$ cat src/rtl/pio_sm_sequencer_if.sv
// Signal bundle between one PIO state-machine sequencer and its control registers,
// instruction memory, decoder and execution unit.
interface pio_sm_sequencer_if #(
    parameter int ADDR_W = 5
);
    logic              in_enable;
    logic              in_restart;
    logic [31:0]       in_smClkDiv;
    logic [31:0]       in_smExecCtrl;
    logic [ADDR_W-1:0] out_imemAddr;
    logic [15:0]       in_imemData;
    logic [15:0]       out_opCode;
    logic [4:0]        in_delay;
    logic              in_sideEnable;
    logic [4:0]        in_sideSet;
    logic              in_forceValid;
    logic [15:0]       in_forceOpcode;
    logic              out_execValid;
    logic              in_execStall;
    logic              in_jumpValid;
    logic [ADDR_W-1:0] in_jumpAddr;
    logic              out_sideSetValid;
    logic [4:0]        out_sideSet;
    logic              out_stalled;

    modport master (
        input  in_enable, in_restart, in_smClkDiv, in_smExecCtrl,
        input  in_imemData, in_delay, in_sideEnable, in_sideSet,
        input  in_forceValid, in_forceOpcode, in_execStall, in_jumpValid, in_jumpAddr,
        output out_imemAddr, out_opCode, out_execValid,
        output out_sideSetValid, out_sideSet, out_stalled
    );

    modport slave (
        output in_enable, in_restart, in_smClkDiv, in_smExecCtrl,
        output in_imemData, in_delay, in_sideEnable, in_sideSet,
        output in_forceValid, in_forceOpcode, in_execStall, in_jumpValid, in_jumpAddr,
        input  out_imemAddr, out_opCode, out_execValid,
        input  out_sideSetValid, out_sideSet, out_stalled
    );
endinterface

$ cat src/rtl/pio_sm_sequencer.sv
// Instruction sequencer for one openPIO state machine: PC, clock-divider tick,
// stall/delay handling, program wrap, forced (EXEC) instructions and side-set.
module pio_sm_sequencer #(
    parameter int ADDR_W = 5,
    parameter int DIV_W  = 16
) (
    input logic                in_clk,
    input logic                in_rst_n,
    pio_sm_sequencer_if.master bus
);

    typedef enum logic [1:0] {
        ST_RUN,
        ST_STALL,
        ST_DELAY
    } state_t;

    state_t            r_state;
    logic [ADDR_W-1:0] r_pc;
    logic [DIV_W-1:0]  r_divCnt;
    logic [4:0]        r_delayCnt;
    logic              r_forcePending;
    logic [15:0]       r_forceOp;
    logic              r_sideSetValid;
    logic [4:0]        r_sideSet;
    logic              r_stalled;

    logic [DIV_W-1:0]  w_divLast;
    logic [ADDR_W-1:0] w_wrapTop;
    logic [ADDR_W-1:0] w_wrapBottom;
    logic              w_tick;
    logic              w_execValid;
    logic              w_accept;
    logic [ADDR_W-1:0] w_nextPc;
    logic              w_unusedBits;

    // A divider field of 0 wraps to all-ones here, which is exactly 65536-1.
    assign w_divLast    = bus.in_smClkDiv[31 -: DIV_W] - DIV_W'(1);
    assign w_wrapTop    = bus.in_smExecCtrl[12 +: ADDR_W];
    assign w_wrapBottom = bus.in_smExecCtrl[7 +: ADDR_W];
    assign w_unusedBits = &{1'b0, bus.in_smClkDiv[15:0], bus.in_smExecCtrl[31:17],
                            bus.in_smExecCtrl[6:0]};

    assign w_tick      = bus.in_enable & ~bus.in_restart & (r_divCnt == w_divLast);
    assign w_execValid = w_tick & (r_state != ST_DELAY);
    assign w_accept    = w_execValid & ~bus.in_execStall;

    assign bus.out_imemAddr     = r_pc;
    assign bus.out_opCode       = r_forcePending ? r_forceOp : bus.in_imemData;
    assign bus.out_execValid    = w_execValid;
    assign bus.out_sideSetValid = r_sideSetValid;
    assign bus.out_sideSet      = r_sideSet;
    assign bus.out_stalled      = r_stalled;

    // Jump beats wrap; a forced instruction leaves the program position alone.
    always_comb begin
        w_nextPc = r_pc + ADDR_W'(1);
        if (bus.in_jumpValid) begin
            w_nextPc = bus.in_jumpAddr;
        end else if (r_forcePending) begin
            w_nextPc = r_pc;
        end else if (r_pc == w_wrapTop) begin
            w_nextPc = w_wrapBottom;
        end
    end

    always_ff @(posedge in_clk or negedge in_rst_n) begin
        if (!in_rst_n) begin
            r_divCnt <= '0;
        end else if (bus.in_restart) begin
            r_divCnt <= '0;
        end else if (bus.in_enable) begin
            if (r_divCnt == w_divLast) begin
                r_divCnt <= '0;
            end else begin
                r_divCnt <= r_divCnt + DIV_W'(1);
            end
        end
    end

    always_ff @(posedge in_clk or negedge in_rst_n) begin
        if (!in_rst_n) begin
            r_state        <= ST_RUN;
            r_pc           <= '0;
            r_delayCnt     <= '0;
            r_forcePending <= 1'b0;
            r_forceOp      <= '0;
            r_sideSetValid <= 1'b0;
            r_sideSet      <= '0;
            r_stalled      <= 1'b0;
        end else begin
            r_sideSetValid <= 1'b0;
            if (bus.in_forceValid) begin
                r_forceOp <= bus.in_forceOpcode;
            end
            if (bus.in_restart) begin
                r_state        <= ST_RUN;
                r_delayCnt     <= '0;
                r_forcePending <= 1'b0;
                r_stalled      <= 1'b0;
            end else begin
                if (bus.in_forceValid) begin
                    r_forcePending <= 1'b1;
                end else if (w_accept && r_forcePending) begin
                    r_forcePending <= 1'b0;
                end
                // Only the first strobe of an instruction drives side-set; stall retries do not.
                if (w_execValid && bus.in_sideEnable && (r_state == ST_RUN)) begin
                    r_sideSetValid <= 1'b1;
                    r_sideSet      <= bus.in_sideSet;
                end
                if (w_tick) begin
                    case (r_state)
                        ST_RUN, ST_STALL: begin
                            if (bus.in_execStall) begin
                                r_state   <= ST_STALL;
                                r_stalled <= 1'b1;
                            end else begin
                                r_pc      <= w_nextPc;
                                r_stalled <= 1'b0;
                                if (bus.in_delay != 5'd0) begin
                                    r_state    <= ST_DELAY;
                                    r_delayCnt <= bus.in_delay;
                                end else begin
                                    r_state <= ST_RUN;
                                end
                            end
                        end
                        ST_DELAY: begin
                            if (r_delayCnt <= 5'd1) begin
                                r_state    <= ST_RUN;
                                r_delayCnt <= '0;
                            end else begin
                                r_delayCnt <= r_delayCnt - 5'd1;
                            end
                        end
                        default: r_state <= ST_RUN;
                    endcase
                end
            end
        end
    end

endmodule

$ cat src/flat_wrapper.sv
// flat-port wrapper written by rule: the top's interface ports become plain ports
module pio_sm_sequencer_flat 
#(
    parameter int ADDR_W = 5,
    parameter int DIV_W  = 16
)
  (in_clk, in_rst_n, bus_in_enable, bus_in_restart, bus_in_smClkDiv, bus_in_smExecCtrl, bus_in_imemData, bus_in_delay, bus_in_sideEnable, bus_in_sideSet, bus_in_forceValid, bus_in_forceOpcode, bus_in_execStall, bus_in_jumpValid, bus_in_jumpAddr, bus_out_imemAddr, bus_out_opCode, bus_out_execValid, bus_out_sideSetValid, bus_out_sideSet, bus_out_stalled);
  pio_sm_sequencer_if #(.ADDR_W(ADDR_W)) bus_i ();
  input logic in_clk;
  input logic in_rst_n;
  input wire logic [$bits(bus_i.in_enable)-1:0] bus_in_enable;
  input wire logic [$bits(bus_i.in_restart)-1:0] bus_in_restart;
  input wire logic [$bits(bus_i.in_smClkDiv)-1:0] bus_in_smClkDiv;
  input wire logic [$bits(bus_i.in_smExecCtrl)-1:0] bus_in_smExecCtrl;
  input wire logic [$bits(bus_i.in_imemData)-1:0] bus_in_imemData;
  input wire logic [$bits(bus_i.in_delay)-1:0] bus_in_delay;
  input wire logic [$bits(bus_i.in_sideEnable)-1:0] bus_in_sideEnable;
  input wire logic [$bits(bus_i.in_sideSet)-1:0] bus_in_sideSet;
  input wire logic [$bits(bus_i.in_forceValid)-1:0] bus_in_forceValid;
  input wire logic [$bits(bus_i.in_forceOpcode)-1:0] bus_in_forceOpcode;
  input wire logic [$bits(bus_i.in_execStall)-1:0] bus_in_execStall;
  input wire logic [$bits(bus_i.in_jumpValid)-1:0] bus_in_jumpValid;
  input wire logic [$bits(bus_i.in_jumpAddr)-1:0] bus_in_jumpAddr;
  output wire logic [$bits(bus_i.out_imemAddr)-1:0] bus_out_imemAddr;
  output wire logic [$bits(bus_i.out_opCode)-1:0] bus_out_opCode;
  output wire logic [$bits(bus_i.out_execValid)-1:0] bus_out_execValid;
  output wire logic [$bits(bus_i.out_sideSetValid)-1:0] bus_out_sideSetValid;
  output wire logic [$bits(bus_i.out_sideSet)-1:0] bus_out_sideSet;
  output wire logic [$bits(bus_i.out_stalled)-1:0] bus_out_stalled;
  assign bus_i.in_enable = bus_in_enable;
  assign bus_i.in_restart = bus_in_restart;
  assign bus_i.in_smClkDiv = bus_in_smClkDiv;
  assign bus_i.in_smExecCtrl = bus_in_smExecCtrl;
  assign bus_i.in_imemData = bus_in_imemData;
  assign bus_i.in_delay = bus_in_delay;
  assign bus_i.in_sideEnable = bus_in_sideEnable;
  assign bus_i.in_sideSet = bus_in_sideSet;
  assign bus_i.in_forceValid = bus_in_forceValid;
  assign bus_i.in_forceOpcode = bus_in_forceOpcode;
  assign bus_i.in_execStall = bus_in_execStall;
  assign bus_i.in_jumpValid = bus_in_jumpValid;
  assign bus_i.in_jumpAddr = bus_in_jumpAddr;
  assign bus_out_imemAddr = bus_i.out_imemAddr;
  assign bus_out_opCode = bus_i.out_opCode;
  assign bus_out_execValid = bus_i.out_execValid;
  assign bus_out_sideSetValid = bus_i.out_sideSetValid;
  assign bus_out_sideSet = bus_i.out_sideSet;
  assign bus_out_stalled = bus_i.out_stalled;
  pio_sm_sequencer #(.ADDR_W(ADDR_W), .DIV_W(DIV_W)) u_core (.in_clk(in_clk), .in_rst_n(in_rst_n), .bus(bus_i));
endmodule
$ cat config.mk
export PLATFORM = sky130hd
export DESIGN_NAME = pio_sm_sequencer_flat
export DESIGN_NICKNAME = d
export VERILOG_FILES = /design/src/rtl/pio_sm_sequencer_if.sv /design/src/rtl/pio_sm_sequencer.sv /design/src/flat_wrapper.sv
export SDC_FILE = /design/constraint.sdc
export NUM_CORES = 1
export LEC_CHECK = 0
export ABC_AREA = 1
export BUFFER_PORTS_ARGS = -buffer_cell sky130_fd_sc_hd__buf_4
export CELL_PAD_IN_SITES_DETAIL_PLACEMENT = 1
export CELL_PAD_IN_SITES_GLOBAL_PLACEMENT = 1
export CORE_ASPECT_RATIO = 1.25
export CORE_UTILIZATION = 31
export CTS_BUF_LIST = sky130_fd_sc_hd__clkbuf_16
export DETAILED_ROUTE_END_ITERATION = 8
export PLACE_DENSITY = 0.74
export SLEW_MARGIN = 40
export SYNTH_ARGS = -nofsm -noshare
export SYNTH_HDL_FRONTEND = slang
export SYNTH_SLANG_ARGS = --single-unit
$ cat constraint.sdc
create_clock -name in_clk -period 3.05 [get_ports in_clk]
set_input_delay 0.915 -clock in_clk [delete_from_list [all_inputs] [get_ports in_clk]]
set_output_delay 0.915 -clock in_clk [all_outputs]
set_load 0.01 [all_outputs]
After elaboration in Yosys (flattened, before gate mapping). Index checks and enable logic that the tools add are counted.

Bits in registers: 52. Latch bits: 0. Bits in writable memories: 0. Bits in read-only memories: 0. Bits of input ports: 119. Output and inout port bits: 29. Word-level logic and storage cells: 73. Memories: 0.

Add/sub/neg operators: 4. $mul: 0. Div/mod/pow operators: 0. Magnitude comparators: 1. Eq/ne operators: 9. Shifts and indexed selects: 0. Muxes and demuxes: 28. Bitwise logic cells: 6. Reductions and logical operators: 16.

Operators with widths (number): $mux 16 (4); $mux 5 (8); $add 16x1->16 const B (1); $eq 16x16->1 (1); $sub 16x1->16 const B (1); $mux 2 (5); $pmux 5 s2 (1); $mux 1 (9); $ne 3x2->1 const B (2); $reduce_and 2->1 (3); $reduce_bool 2->1 (3); $reduce_bool 3->1 (2); $add 5x1->5 const B (1); $eq 5x5->1 (1); $le 5x1->1 const B (1); $reduce_and 5->1 (1); $reduce_bool 5->1 (1); $sub 5x1->5 const B (1); $and 1x1->1 (4); $ne 2x2->1 const B (2); $pmux 2 s2 (1); $reduce_and 4->1 (1); $logic_and 1x1->1 (3); $ne 3x3->1 const B (1); 5 further kinds (6).

Longest topological paths before layout. Gate-level depths: netlist (run 1).

Word-level depth: 9. Mapped depth: 16. Depth with buffers taken out: 16.

Worst setup path after synthesis (run 1). OpenSTA, ideal clock, no wires.

Path type: input to output. Start: input bus_in_smClkDiv[16]. End: output bus_out_execValid. Arrival time: 2235 ps. Required time: 2135 ps. Slack: -100 ps. Stages: 12. Path buffers: 0. Cells stage by stage: inv_2 > ha_1 > nand3_2 > nor2_4 > nand2_2 > nand2_1 > nand2_1 > nor2_1 > nand2_1 > nor2_2 > nand4_2 > nor2_4.

Cells in the longest elaborated chain, start to end: 4.

RTL lines: from (decl) (RTL line flat_wrapper.sv:13) `input wire logic [$bits(bus_i.in_smClkDiv)-1:0] bus_in_smClkDiv;`; $sub 16x1->16 (RTL line pio_sm_sequencer.sv:38) `assign w_divLast = bus.in_smClkDiv[31 -: DIV_W] - DIV_W'(1);`; $eq 16x16->1 (RTL line pio_sm_sequencer.sv:44) `assign w_tick = bus.in_enable & ~bus.in_restart & (r_divCnt == w_divLast);`; $and 1x1->1 (RTL line pio_sm_sequencer.sv:44); $and 1x1->1 (RTL line pio_sm_sequencer.sv:45) `assign w_execValid = w_tick & (r_state != ST_DELAY);`; to (decl) (RTL line flat_wrapper.sv:26) `output wire logic [$bits(bus_i.out_execValid)-1:0] bus_out_execValid;`.

No other way between the ends.

Worst setup path in the final report (run 1).
Start: input bus_in_smClkDiv[17]. End: output bus_out_execValid.

Same word-level chain as after synthesis.

==> flow_summary.toml, run 1 <==
[power_and_ir_drop]
finalPower_mw = 1.87
power.density_nw_per_um2 = 337
max-vdd-ir-drop_v = 0.000216
p_leak_nw = 2.80

[route]
drtIter0Drc = 106
drc = 0
wl_per_cell_um = 14.0
drtAntennaViolNets = 0
dr.pass1.iters = 4
viasPerCell = 4.80
vias = 4207
wl_um = 12300

[floorplanning]
top_level_ports = 148
initial_core_util = 0.322
dieWidth_um = 101
rows = 44
core_um2 = 11800
dieHeight_um = 126
fp.dieArea_um2 = 12700

[finish]
utilization = 0.470
diodes = 0
drive_gt1_frac = 0.320
fin_nets = 839
register_area_um2 = 1300
multi_input_area_um2 = 2300
syn_to_final_growth_pct = 45.8
num-fill-cells = 1551

[setup_path]
cp_slowest_cell = "nor2_4"
worstPathMaxFanout = 4
crit_required_ns = 2.13
path_depth = 14
regToRegEndpoint = "u_core.bus.out_imemAddr[4]"
path_cells = "buf_6, inv_4, ha_4, nand3_4, nor2_4, nand2_2, nand2_2, nand2_2, nor2_2, nand2_2, nor2_4, nand4_4, nor2_4, buf_6"
r2r-start = "u_core.r_divCnt[12]"
max_stage_delay_ns = 0.16
path_common_cell = "nand2_2"
crit_buf_inv = 3
start_kind = "input port"
startpoint = "bus_in_smClkDiv[17]"
path_delay_family = "simple AND/OR/NAND/NOR gates"
r2r_cells = 17
r2r_slack_ns = 0.62
worst_setup_path_end_kind = "output pin"
arrival_ns = 2.41
crit_type = "input port to output pin"

[logic_synthesis]
synthSimpleGateAreaFrac = 0.363
async_reset_ff_frac = 1.00
synth_cells = 554
synth_adder_area_share = 0.0165
netlist-cell-type-count = 32
yosysMostFrequentCell = "nand2_1"
synth_area_leaders = "dfrtp_1 34%, nand2_1 15%, inv_1 7.7%"
ys_seq_area_frac = 0.343
synth.area.mux_share = 0.00264
syn_nets = 678
synth_area_um2 = 3800
avgSynthCellArea_um2 = 6.86
synth-compound-area-share = 0.104
ys_warn_count = 0
synth-edff-count = 0
synth_top_family_by_area = "simple AND/OR/NAND/NOR gates"
yosys.area.top_type = "dfrtp_1"
ys.flop_type = "dfrtp_1"
synth-seq-cells = 52
synth_top_cell_area_share = 0.343
synth_xor_area_frac = 0.0784
synth_common_cells = "151 x nand2_1, 78 x inv_1, 52 x dfrtp_1, 52 x nor2_1, 43 x o21ai_0"

[timing]
max_freq_ghz = 0.300
finalSetupViolCount = 1
whs_ns = 0.481
hold_viol = 0
fin_ws_ns = -0.279
tightest_slew_ns = 0.684
setup_tns_ns = -0.279
final.setup_skew_ns = 0.00691
relSlewSlack = 0.544
grt_setup_unrepaired = "yes"
fin_crit_sh = 1.09
finalMaxSlewViolations = 0
min_period_ns = 3.33

[run_status]
violations = "negative setup slack"
status = "finished with violations"

[worst_hold_path]
min_delay_path_depth = 2
whs_endpoint = "u_core.bus.out_sideSet[2]"
hp-start = "u_core.bus.out_sideSet[2]"
min_path_type = "register to register"

[global_route]
grt_max_degree = 53
grt_usage = 0.200
grt_pass1_wl_um = 20200
first_global_vias = 4458
antenna_found_initial = 0
overflow = 0

[flow_run]
maxCapViolations = 0

[clock_tree]
path_clk_slew_ns = 0.07
cts_buffer_depth = 2
cts_tree = "done"
cts-hold-fix-buffers = 0
clkSinkCount = 52
clock_latency_ns = 0.29
cts_inserted_buffers = 5
cts_root_buf = "clkbuf_16"
cts.htree.levels = 2

[place]
dpl_worst_slack_ns = -0.373
gp_congestion = 0.832
dp_hpwl_um = 9820
port_buffers = 109
==> worst max path at each step <==
stage | to
floorplan | bus_out_execValid
global placement | bus_out_execValid
detailed placement | bus_out_execValid
CTS | bus_out_execValid
global route | bus_out_execValid
finish | bus_out_execValid
==> layout by cell type, fill, tap and decap left out, drive strengths merged, types with 4 or more instances in the layout <==
| cell | n |
|---|---|
| buf | 164 |
| nand2 | 158 |
| inv | 83 |
| nor2 | 66 |
| dfrtp | 52 |
| o21ai | 51 |
| nand3 | 46 |
| xor2 | 23 |
| nand4 | 16 |
| o22ai | 13 |
| xnor2 | 11 |
| nor3 | 7 |
| a21oi | 6 |
| clkbuf | 5 |
| ha | 5 |
| a211oi | 4 |
==> state kept, by name (all words and copies together) (netlist names) <==
name / count
u_core.r_forcePending: 1
u_core.bus.out_stalled: 1
u_core.r_divCnt: 16
u_core.r_forceOp: 16
u_core.bus.out_sideSetValid: 1
u_core.r_state: 2
u_core.bus.out_imemAddr: 5
u_core.r_delayCnt: 5
u_core.bus.out_sideSet: 5
==> per-stage QoR <==
step | instance area, um^2 | instances
global placement | 5110 | 856
finish | 5540 | 877
floorplan | 3820 | 554
global route | 5540 | 877
detailed placement | 5110 | 856
CTS | 5450 | 876
==> timing repair <==
item	in CTS	in global routing
resized for setup	18	25
buffers inserted	12	4
setup endpoints to repair	1	17
pin swaps	17	21
cloned	0	0
==> layout make-up <==
type / count / share of cell area
repair buffers: 164 / 0.226
well taps: 161 / 0.0364
flip-flops and latches: 52 / 0.235
clock buffers: 5 / 0.0226
clock inverters: 3 / 0.00768
multi-input cells: 410 / 0.416
inverters: 82 / 0.0565
==> kinds of logic (layout without fill, tap and decap cells) <==
family / after synthesis / count (layout)
AO/OA/AOI/OAI: 74 / 74
flip-flops: 52 / 52
XOR/XNOR: 34 / 34
adder cells (fa/ha/maj): 5 / 5
AND/OR/NAND/NOR: 296 / 296
buffers and inverters: 92 / 254
multiplexers: 1 / 1
==> worst reg2reg max path, stage by stage, from the launching register on <==
cell and delay, ns:
dfrtp_1 0.45, xnor2_1 0.25, inv_1 0.08, nand2_2 0.07, nand2_2 0.05, buf_4 0.13, buf_4 0.12, buf_4 0.12
buf_4 0.12, buf_4 0.14, inv_1 0.05, nand2_1 0.05, nor2_1 0.09, nand2_1 0.10, nor2_4 0.17, nand3_4 0.16
nand2_1 0.10, o21ai_1 0.06
==> routing by layer <==
metal  part of all wire  vias to the layer above  track usage
met1               0.38                     2016        0.209
met2               0.57                       82        0.406
li1                   -                     2094            -
met4              0.016                        0       0.0631
met3              0.033                       15       0.0205
met5                  0                        -            0
==> where the power goes <==
group / internal, mW / total, mW / switching (mW)
registers: 0.725 / 0.751 / 0.0258
logic: 0.220 / 0.468 / 0.249
clock network: 0.388 / 0.647 / 0.260
Power figures use the tool's default switching activity.
==> inputs of run 2 (changes only) <==
--- a/config.mk
+++ b/config.mk
@@ -13,7 +13,7 @@
 export CORE_UTILIZATION = 31
 export CTS_BUF_LIST = sky130_fd_sc_hd__clkbuf_16
 export DETAILED_ROUTE_END_ITERATION = 8
-export PLACE_DENSITY = 0.74
+export PLACE_DENSITY = 0.82
 export SLEW_MARGIN = 40
 export SYNTH_ARGS = -nofsm -noshare
 export SYNTH_HDL_FRONTEND = slang
==> flow_summary.toml, run 2 (same netlist as run 1, synthesis figures left out) <==
[run_status]
status = "finished with violations"
violations = "negative setup slack"

[floorplanning]
fp.dieArea_um2 = 12700
top_level_ports = 148
dieHeight_um = 126
dieWidth_um = 101
initial_core_util = 0.322
rows = 44
core_um2 = 11800

[setup_path]
r2r-start = "u_core.r_divCnt[12]"
path_cells = "buf_4, nor2_4, nand2_2, nor2_8, nand2_2, nand2_2, nand2_1, nor2_2, nand2_1, nor2_2, nand4_2, nor2_4, buf_6"
crit_type = "input port to output pin"
path_delay_family = "simple AND/OR/NAND/NOR gates"
startpoint = "bus_in_smClkDiv[21]"
path_common_cell = "nand2_2"
crit_required_ns = 2.13
max_stage_delay_ns = 0.17
worst_setup_path_end_kind = "output pin"
worstPathMaxFanout = 6
cp_slowest_cell = "nor2_8"
path_depth = 13
arrival_ns = 2.44
r2r_cells = 19
start_kind = "input port"
regToRegEndpoint = "u_core.bus.out_imemAddr[3]"
crit_buf_inv = 2
worstSetupEndpoint = "bus_out_execValid"
r2r_slack_ns = 0.39

[global_route]
grt_pass1_wl_um = 20000
antenna_found_initial = 0
first_global_vias = 4421
grt_max_degree = 53
overflow = 0
grt_usage = 0.198

[power_and_ir_drop]
p_int_mw = 1.33
p_sw_frac = 0.287
power.density_nw_per_um2 = 334
p_comb_frac = 0.259
pwr-share-seq = 0.404
max-vdd-ir-drop_v = 0.000234
p_sw_mw = 0.536
p_leak_nw = 2.82
clock_power_share = 0.337
finalPower_mw = 1.87

[route]
drtIter0Drc = 108
dr.pass1.iters = 4
vias = 4228
viasPerCell = 4.80
wl_per_cell_um = 14.7
drc = 0
wl_um = 12900
drtAntennaViolNets = 0

[finish]
utilization = 0.475
reg_top3 = "u_core.r_divCnt: 16 flops, u_core.r_forceOp: 16 flops"
fin_cells = 881
final_common_cell = "buf_4"
fin_nets = 843
syn_to_final_growth_pct = 47.2
drive_gt1_frac = 0.343
diodes = 0
final_cell_mix = "160 x buf_4, 130 x nand2_1, 74 x inv_1"

[clock_tree]
cts_inserted_buffers = 5
cts_root_buf = "clkbuf_16"
cts_buffer_depth = 2
path_clk_slew_ns = 0.07
cts_tree = "done"
cts.htree.levels = 2
cts-hold-fix-buffers = 0
clkSinkCount = 52
clock_latency_ns = 0.30

[place]
port_buffers = 109
dp_hpwl_um = 9620
dpl_worst_slack_ns = -0.391
gp_congestion = 0.854
dp_cells = 857

[timing]
max_freq_ghz = 0.298
min_period_ns = 3.35
relSlewSlack = 0.531
final.setup_skew_ns = 0.00954
hold_viol = 0
finalSetupViolCount = 17
tightest_slew_ns = 0.699
fin_ws_ns = -0.302
fin_crit_sh = 1.10
grt_setup_unrepaired = "yes"
finalMaxSlewViolations = 0

[worst_hold_path]
min_path_type = "register to register"
hp-start = "u_core.bus.out_sideSet[2]"

[flow_run]
maxCapViolations = 0
-- run 2: cell count changes in the layout (fill, tap and decap cells not counted), moves of 4 or more --
cell,previous run,this run
nor2_4,13,8
nor2_2,10,15
o21ai_2,0,4
inv_1,78,74
nand2_1,140,130
nand2_2,16,24
-- run 2: how the worst min path moves through the flow --
stage	depth (start not counted)	slack, ns	endpoint
after floorplan	2	0.47	u_core.r_forcePending
after global placement	2	0.46	u_core.bus.out_sideSet[0]
after detailed placement	2	0.48	u_core.bus.out_sideSet[4]
after CTS	2	0.49	u_core.bus.out_sideSet[4]
after global routing	2	0.52	u_core.bus.out_sideSet[4]
final	2	0.49	u_core.bus.out_sideSet[2]
-- run 2: final cells by class --
cell class	instances	area [um^2]
Fill cell	1536	6190
Clock buffer	5	125
Inverter	82	315
Multi-Input combinational cell	411	2320
Timing Repair Buffer	167	1290
Clock inverter	3	37.5
Sequential cell	52	1300
Tap cell	161	201
-- run 2: per-layer routing --
layer	GRT usage	wire [um]
met1	0.209	4820
met2	0.384	7230
met3	0.0289	483
met4	0.0801	396
met5	0	0
-- run 2: power groups by stage --
stage / registers, mW / clock network [mW] / logic (mW)
after floorplan: 0.758 / 0 / 0.216
after global placement: 0.762 / 0 / 0.426
after detailed placement: 0.765 / 0 / 0.443
after CTS: 0.752 / 0.645 / 0.460
after global routing: 0.759 / 0.667 / 0.536
final: 0.755 / 0.629 / 0.484
-- run 2: timing repair --
action	CTS	global route
endpoints found under the setup margin	1	17
cloned	0	1
buffers inserted	12	7
resized for setup	14	46
pin swaps	10	26
-- run 2: stage by stage --
step           instance area, um^2  hold WS [ns]  setup TNS (ns)
2_1_floorplan                 3820         0.468               0
3_3_place_gp                  5120         0.461          -0.344
3_5_place_dp                  5120         0.477          -0.391
4_1_cts                       5410         0.494           -2.40
5_1_grt                       5590         0.524           -3.87
6_report                      5590         0.486           -1.44
-- run 2: tightest hold or removal path: stages, from the launching register on --
cell and delay, ns:
dfrtp_1 0.36, nand2_1 0.06, nand2_1 0.05
